<file path="config.mk">
export PLATFORM = sky130hd
export DESIGN_NAME = irq_ctl
export DESIGN_NICKNAME = d
export VERILOG_FILES = /design/src/rtl/irq_ctl.sv
export SDC_FILE = /design/constraint.sdc
export NUM_CORES = 1
export LEC_CHECK = 0
export ABC_AREA = 1
export CAP_MARGIN = 20
export CELL_PAD_IN_SITES_DETAIL_PLACEMENT = 1
export CELL_PAD_IN_SITES_GLOBAL_PLACEMENT = 1
export CORE_MARGIN = 4
export CORE_UTILIZATION = 30
export CTS_BUF_LIST = sky130_fd_sc_hd__clkbuf_4 sky130_fd_sc_hd__clkbuf_8
export DETAILED_ROUTE_END_ITERATION = 6
export PLACE_DENSITY_LB_ADDON = 0.25
export SYNTH_ARGS = -nofsm -noshare
export SYNTH_HDL_FRONTEND = slang
export SYNTH_SLANG_ARGS = --single-unit
</file>
<file path="constraint.sdc">
create_clock -name clock -period 1.9 [get_ports clock]
set_clock_uncertainty 0.1 [all_clocks]
set_input_delay 0.19 -clock clock [delete_from_list [all_inputs] [get_ports clock]]
set_output_delay 0.19 -clock clock [all_outputs]
set_load 0.02 [all_outputs]
</file>
<file path="src/rtl/irq_ctl.sv">
// Interrupt sequencer for pc_gen: post-reset PC_RST window, fixed-priority capture,
// PC_KEP flush, single-cycle PC_IRQ redirect with vector/ack, then in-service until return.
module irq_ctl #(
    parameter int          NSRC      = 4,
    parameter logic [31:0] VEC_BASE  = 32'h0000_0050,
    parameter int          VEC_SHIFT = 4,
    parameter int          FLUSH_CYC = 2,
    parameter int          RST_CYC   = 2
) (
    input  logic            clock,
    input  logic            rst_n,
    input  logic [NSRC-1:0] irq_src,
    input  logic            irq_en,
    input  logic            hold_i,
    input  logic [31:0]     pc_i,
    input  logic            ret_i,
    output logic [3:0]      pc_prectl,
    output logic [31:0]     irq_vec,
    output logic [31:0]     zz_spc,
    output logic [NSRC-1:0] irq_ack,
    output logic            in_isr
);

    localparam logic [3:0] PC_IGN = 4'b0001;
    localparam logic [3:0] PC_KEP = 4'b0010;
    localparam logic [3:0] PC_IRQ = 4'b0100;
    localparam logic [3:0] PC_RST = 4'b1000;
    localparam int         IW     = (NSRC > 1) ? $clog2(NSRC) : 1;

    typedef enum logic [2:0] {
        ST_RST    = 3'd0,
        ST_IDLE   = 3'd1,
        ST_FLUSH  = 3'd2,
        ST_VECTOR = 3'd3,
        ST_ISR    = 3'd4
    } state_t;

    state_t          state_r, state_s;
    logic [3:0]      cnt_r, cnt_s;
    logic [IW-1:0]   idx_r;
    logic [NSRC-1:0] pend_r;
    logic [31:0]     irq_vec_r, zz_spc_r;
    logic [NSRC-1:0] irq_ack_r;
    logic            capture_s;

    // Index 0 has the highest priority, so the scan ends on the lowest set bit.
    function automatic logic [IW-1:0] lowest_set(input logic [NSRC-1:0] v);
        logic [IW-1:0] r;
        r = '0;
        for (int i = NSRC - 1; i >= 0; i--) begin
            if (v[i]) begin
                r = IW'(i);
            end else begin
                r = r;
            end
        end
        return r;
    endfunction

    function automatic logic [NSRC-1:0] one_hot(input logic [IW-1:0] i);
        logic [NSRC-1:0] r;
        r    = '0;
        r[i] = 1'b1;
        return r;
    endfunction

    // Next-state logic; FLUSH deliberately ignores hold/enable/source changes.
    always_comb begin
        state_s   = state_r;
        cnt_s     = cnt_r;
        capture_s = 1'b0;
        case (state_r)
            ST_RST: begin
                if (cnt_r == 4'(RST_CYC - 1)) begin
                    state_s = ST_IDLE;
                    cnt_s   = 4'd0;
                end else begin
                    cnt_s = cnt_r + 4'd1;
                end
            end
            ST_IDLE: begin
                if (irq_en && (|pend_r) && !hold_i) begin
                    state_s   = ST_FLUSH;
                    cnt_s     = 4'd0;
                    capture_s = 1'b1;
                end else begin
                    state_s = ST_IDLE;
                end
            end
            ST_FLUSH: begin
                if (cnt_r == 4'(FLUSH_CYC - 1)) begin
                    state_s = ST_VECTOR;
                end else begin
                    cnt_s = cnt_r + 4'd1;
                end
            end
            ST_VECTOR: state_s = ST_ISR;
            ST_ISR: begin
                if (ret_i) begin
                    state_s = ST_IDLE;
                end else begin
                    state_s = ST_ISR;
                end
            end
            default: begin
                state_s = ST_RST;
                cnt_s   = 4'd0;
            end
        endcase
    end

    // State, sample and captured-context registers; vector/ack load on entry to VECTOR.
    always_ff @(posedge clock or negedge rst_n) begin
        if (!rst_n) begin
            state_r   <= ST_RST;
            cnt_r     <= 4'd0;
            pend_r    <= '0;
            idx_r     <= '0;
            zz_spc_r  <= 32'd0;
            irq_vec_r <= VEC_BASE;
            irq_ack_r <= '0;
        end else begin
            state_r <= state_s;
            cnt_r   <= cnt_s;
            pend_r  <= irq_src;
            if (capture_s) begin
                idx_r    <= lowest_set(pend_r);
                zz_spc_r <= pc_i;
            end
            if (state_s == ST_VECTOR) begin
                irq_vec_r <= VEC_BASE + ({{(32 - IW){1'b0}}, idx_r} << VEC_SHIFT);
                irq_ack_r <= one_hot(idx_r);
            end else begin
                irq_ack_r <= '0;
            end
        end
    end

    // Control outputs decoded from the registered state only.
    always_comb begin
        pc_prectl = PC_IGN;
        in_isr    = 1'b0;
        case (state_r)
            ST_RST:    pc_prectl = PC_RST;
            ST_IDLE:   pc_prectl = PC_IGN;
            ST_FLUSH:  pc_prectl = PC_KEP;
            ST_VECTOR: pc_prectl = PC_IRQ;
            ST_ISR: begin
                pc_prectl = PC_IGN;
                in_isr    = 1'b1;
            end
            default:   pc_prectl = PC_RST;
        endcase
    end

    assign irq_vec = irq_vec_r;
    assign zz_spc  = zz_spc_r;
    assign irq_ack = irq_ack_r;

endmodule
</file>
**Word level (Yosys, flattened, before mapping)**

Index checks and enable logic that the tools add are counted.

- Add/sub/neg operators: 2
- Magnitude comparators: 2
- Equal/unequal tests: 8
- Muxes and demuxes: 20
- Bitwise operators: 1
- Reduce and logical (&&, ||, !) cells: 9

Operators by type and width:

| operator | count |
|---|---|
| $mux 4 | 4 |
| $pmux 4 s4 | 1 |
| $pmux 3 s5 | 1 |
| $pmux 4 s3 | 1 |
| $mux 2 | 5 |
| $eq 3x2->1 const B | 3 |
| $mux 3 | 3 |
| $add 7x6->8 const A | 1 |
| $add 4x1->4 const B | 1 |
| $eq 4x1->1 const B | 1 |
| $mux 1 | 4 |
| $ne 2x2->1 const B | 2 |
| $reduce_or 2->1 | 2 |
| $reduce_or 4->1 | 1 |
| $eq 3x1->1 const B | 1 |
| $eq 3x3->1 const B | 1 |
| $logic_and 1x1->1 | 3 |
| $logic_not 3->1 | 1 |
| $lt 2x3->1 const B | 1 |
| $reduce_and 3->1 | 1 |
| $demux 1 s2 | 1 |
| $ge 2x1->1 const B | 1 |
| $logic_not 1->1 | 1 |
| $not 1->1 | 1 |

- Register bits: 81
- Output and inout port bits: 73

**Logic depth before layout (Yosys ltp)**

- Depth in word-level cells: 7
- Mapped depth: 8
- Mapped depth without buffers: 8

**Worst setup path after synthesis**

Ideal clock, no wire load.

- Path type: reg-to-output
- Start: register state_r[2]
- End: output pc_prectl[3]
- Arrival: 1,287 ps
- Required time: 1,610 ps
- Slack: 323 ps
- Cell stages (with the launch flop): 5
- Buffers on the path: 0
- Cell sequence: dfrtp_1 > inv_1 > nand3_1 > inv_1 > nor3_1

- Longest elaborated chain between the ends: 3
- Elaborated cells between the ends (all ways): 6
- Classes of those cells: 4 x eq/ne; 1 x mux; 1 x reduce/logical

RTL lines:

| item | line | text |
|---|---|---|
| start: declaration | 38 | `state_t state_r, state_s;` |
| start signal: assignment | 123 | `state_r <= state_s;` |
| $eq 3x3->1 or $eq 3x1->1 (tied branches) | 143 | `case (state_r)` |
| $reduce_or 2->1 (no line) | -- |  |
| $pmux 4 s3 (*) | 143 |  |
| end: declaration | 17 | `output logic [3:0] pc_prectl,` |

Mark *: on every way between the ends. The rest lies on a longest branch, timed or not.

**Worst setup path in the final report**

- Start: register state_r[0]
- End: output pc_prectl[1]

Same word-level chain as after synthesis.

==> results.json <==
{
  "ir_worst_vdd_uv": 519,
  "status": "complete, no violations",
  "cp.required_ns": 1.61,
  "fmax_mhz": 564,
  "via_count": 1975,
  "ys_types": 20,
  "rr_worst_depth": 7,
  "yosysSeqAreaShare_pct": 54.2,
  "clockBufferDepth": 2,
  "die_x_um": 98.4,
  "hold_depth": 1,
  "postCtsSetupBuffers": 0,
  "crit_fanout": 6,
  "synth_top_family_by_area": "simple AND/OR/NAND/NOR gates",
  "cts.sinks": 53,
  "endpoint_kind": "primary output",
  "rsz0062_at_grt": "yes",
  "synthCells": 281,
  "track_usage_pct": 12.7,
  "rows": 32,
  "antenna_left": 0,
  "dp_cells": 466,
  "ys_warn_count": 0,
  "pin_count": 114,
  "die-area_um2": 9690,
  "hold_path_class": "primary input to register",
  "synth_mux_area_share_pct": 0,
  "grt_max_degree": 54,
  "syn_area_um2": 2450,
  "gp_congestion": 0.810,
  "fin_cells": 475,
  "worst_slack_ns": 0.127,
  "hold_violations": 0,
  "min_to": "pend_r[0]$_DFF_PN0_",
  "overflow": 0,
  "start_kind": "register",
  "insertedDiodeCount": 0,
  "drv_cap": 0,
  "hold_start": "irq_src[0]",
  "period_needed_ns": 1.77,
  "p_leak_nw": 1.77,
  "drc": 0,
  "clock_latency_ns": 0.30,
  "ys_ff_latch": 53,
  "via_per_inst": 4.16,
  "reg2reg_from": "state_r[1]$_DFF_PN0_",
  "first_global_vias": 2097,
  "relSlewSlack_pct": 65.9,
  "cts_buffers": 5,
  "area_growth_pct": 40.1,
  "synth-compound-area-share_pct": 1.84,
  "r2r-end": "zz_spc[16]$_DFFE_PN0P_",
  "n_fill_cell": 954,
  "cts.clk_slew.worst_paths_ns": 0.09,
  "drv_slew": 0,
  "drtPass1Iterations": 2,
  "synthAdderAreaFrac_pct": 3.06,
  "cp.arrival_ns": 1.48,
  "synth_xor_area_share_pct": 0.357,
  "grt_pass1_wl_mm": 10.1,
  "drive_above_1_share_pct": 6.43,
  "fp.dieH_um": 98.4,
  "synth-simple-area-share_pct": 26.2,
  "r2r_slack_ns": 0.24,
  "dp_slack_ns": 0.0545,
  "tightest_slew_ns": 0.508,
  "nNetsFinal": 419,
  "hpwl_mm": 4.56,
  "antenna_found_initial": 0,
  "start_util_pct": 31.3,
  "hold_ws_ns": 0.219,
  "p_per_area_nw_per_um2": 1480,
  "core_area_um2": 7850,
  "final-setup-viol-count": 0,
  "wl_per_cell_um": 12.5,
  "synth.avg_cell_area_um2": 8.73,
  "finalWirelength_mm": 5.94,
  "port_buffers": 85,
  "finalCoreUtilization_pct": 43.8,
  "drt_iter0_markers": 31,
  "fin_crit_sh_pct": 93.3,
  "cts_tree": "built",
  "htree_num_levels": 2,
  "crit_type": "register to primary output",
  "cts.root.buffer_cell": "clkbuf_8"
}
==> critical path, stage by stage, from the launching register on <==
cell	delay [ns]
dfrtp_1	0.41
inv_1	0.14
nand3_1	0.11
inv_1	0.18
clkdlybuf4s15_1	0.34
==> metrics by stage <==
stage	power, mW	cell area, um2	setup TNS, ns
floorplan	3.23	2550	0
global placement	4.33	3310	0
detailed placement	4.40	3310	0
CTS	5.18	3440	0
global route	5.50	3440	-0.0609
finish	5.08	3440	0
==> state kept, by name, summed over array words and instances (netlist names) <==
| signal | count |
|---|---|
| cnt_r | 4 |
| idx_r | 2 |
| irq_ack | 4 |
| irq_vec | 4 |
| pend_r | 4 |
| state_r | 3 |
| zz_spc | 32 |
==> worst max-delay path by stage <==
stage / slack [ns] / to / cells after the start / from
after global placement: 0.12 / zz_spc[0]$_DFFE_PN0P_ / 8 / irq_en
final: 0.13 / pc_prectl[1] / 4 / state_r[0]$_DFF_PN0_
after CTS: 0.005 / pc_prectl[3] / 5 / state_r[2]$_DFF_PN0_
after detailed placement: 0.05 / pc_prectl[3] / 5 / state_r[1]$_DFF_PN0_
after floorplan: 0.32 / pc_prectl[3] / 4 / state_r[2]$_DFF_PN0_
after global routing: -0.03 / pc_prectl[3] / 5 / state_r[0]$_DFF_PN0_
==> where the power goes <==
group          internal [mW]  switching (mW)  leakage, nW
clock network          0.429           0.362       0.0574
registers               1.58           0.281        0.668
logic                   1.05            1.38         1.04
==> cells in the mapped netlist <==
master	instances	area (um2)
buf_4	31	233
inv_1	19	71.3
nand3b_1	2	15.0
buf_6	3	33.8
a21oi_1	1	5.00
conb_1	1	3.75
nor2_2	1	6.26
xor2_1	1	8.76
o21bai_1	2	15.0
nor2_1	12	45.0
nand3_1	13	65.1
nand2_1	124	465
nor2_8	1	20.0
nor3_1	2	10.0
inv_2	3	11.3
dfrtp_1	51	1280
nor3_4	1	16.3
ha_1	6	75.1
o21ai_0	5	25.0
dfstp_2	2	52.6
==> cell usage in the layout (no fill, tap or decap), types with 2 or more instances in the layout <==
cell,synthesis,final
nand3_1,13,13
nor2_1,12,12
ha_1,6,6
nor3_1,2,2
nand3b_1,2,2
o21bai_1,2,2
buf_4,31,4
dfstp_2,2,2
dlygate4sd2_1,0,3
inv_2,3,2
dfrtp_1,51,50
conb_1,1,28
clkbuf_8,0,6
inv_1,19,19
nand2_1,124,124
o21ai_0,5,5
clkdlybuf4s50_1,0,79
==> cell families after synthesis <==
logic type	after synthesis
DFF	53
xor gates and xnor gates	1
and+or+nand+nor	156
buffers and inverters	56
AOI/OAI and AO/OA	8
adders and majority gates	6
other	1
==> per-layer routing <==
metal | GRT usage, % | routed length, um | vias to the layer above
met5 | 0 | 0 | -
met2 | 22.4 | 3010 | 60
li1 | - | - | 972
met1 | 15.1 | 2410 | 938
met3 | 4.25 | 467 | 5
met4 | 2.84 | 51 | 0
==> final cells by class <==
cell class                 count  area (um2)  share of cell area (%)
sequential                    53        1330                    38.7
timing repair buffer          91         897                    26.1
multi-input combinational    199         877                    25.5
tap                          102         128                    3.71
inverter                      22        85.1                    2.48
clock buffer                   6        82.6                    2.40
clock inverter                 2        37.5                    1.09
==> timing repair <==
item	in CTS	in global routing
resized for setup	5	7
endpoints found under the setup margin	5	3
endpoints found under the hold margin	51	0
hold buffers	1	0
Note: power is estimated with default switching activity, not from simulation.
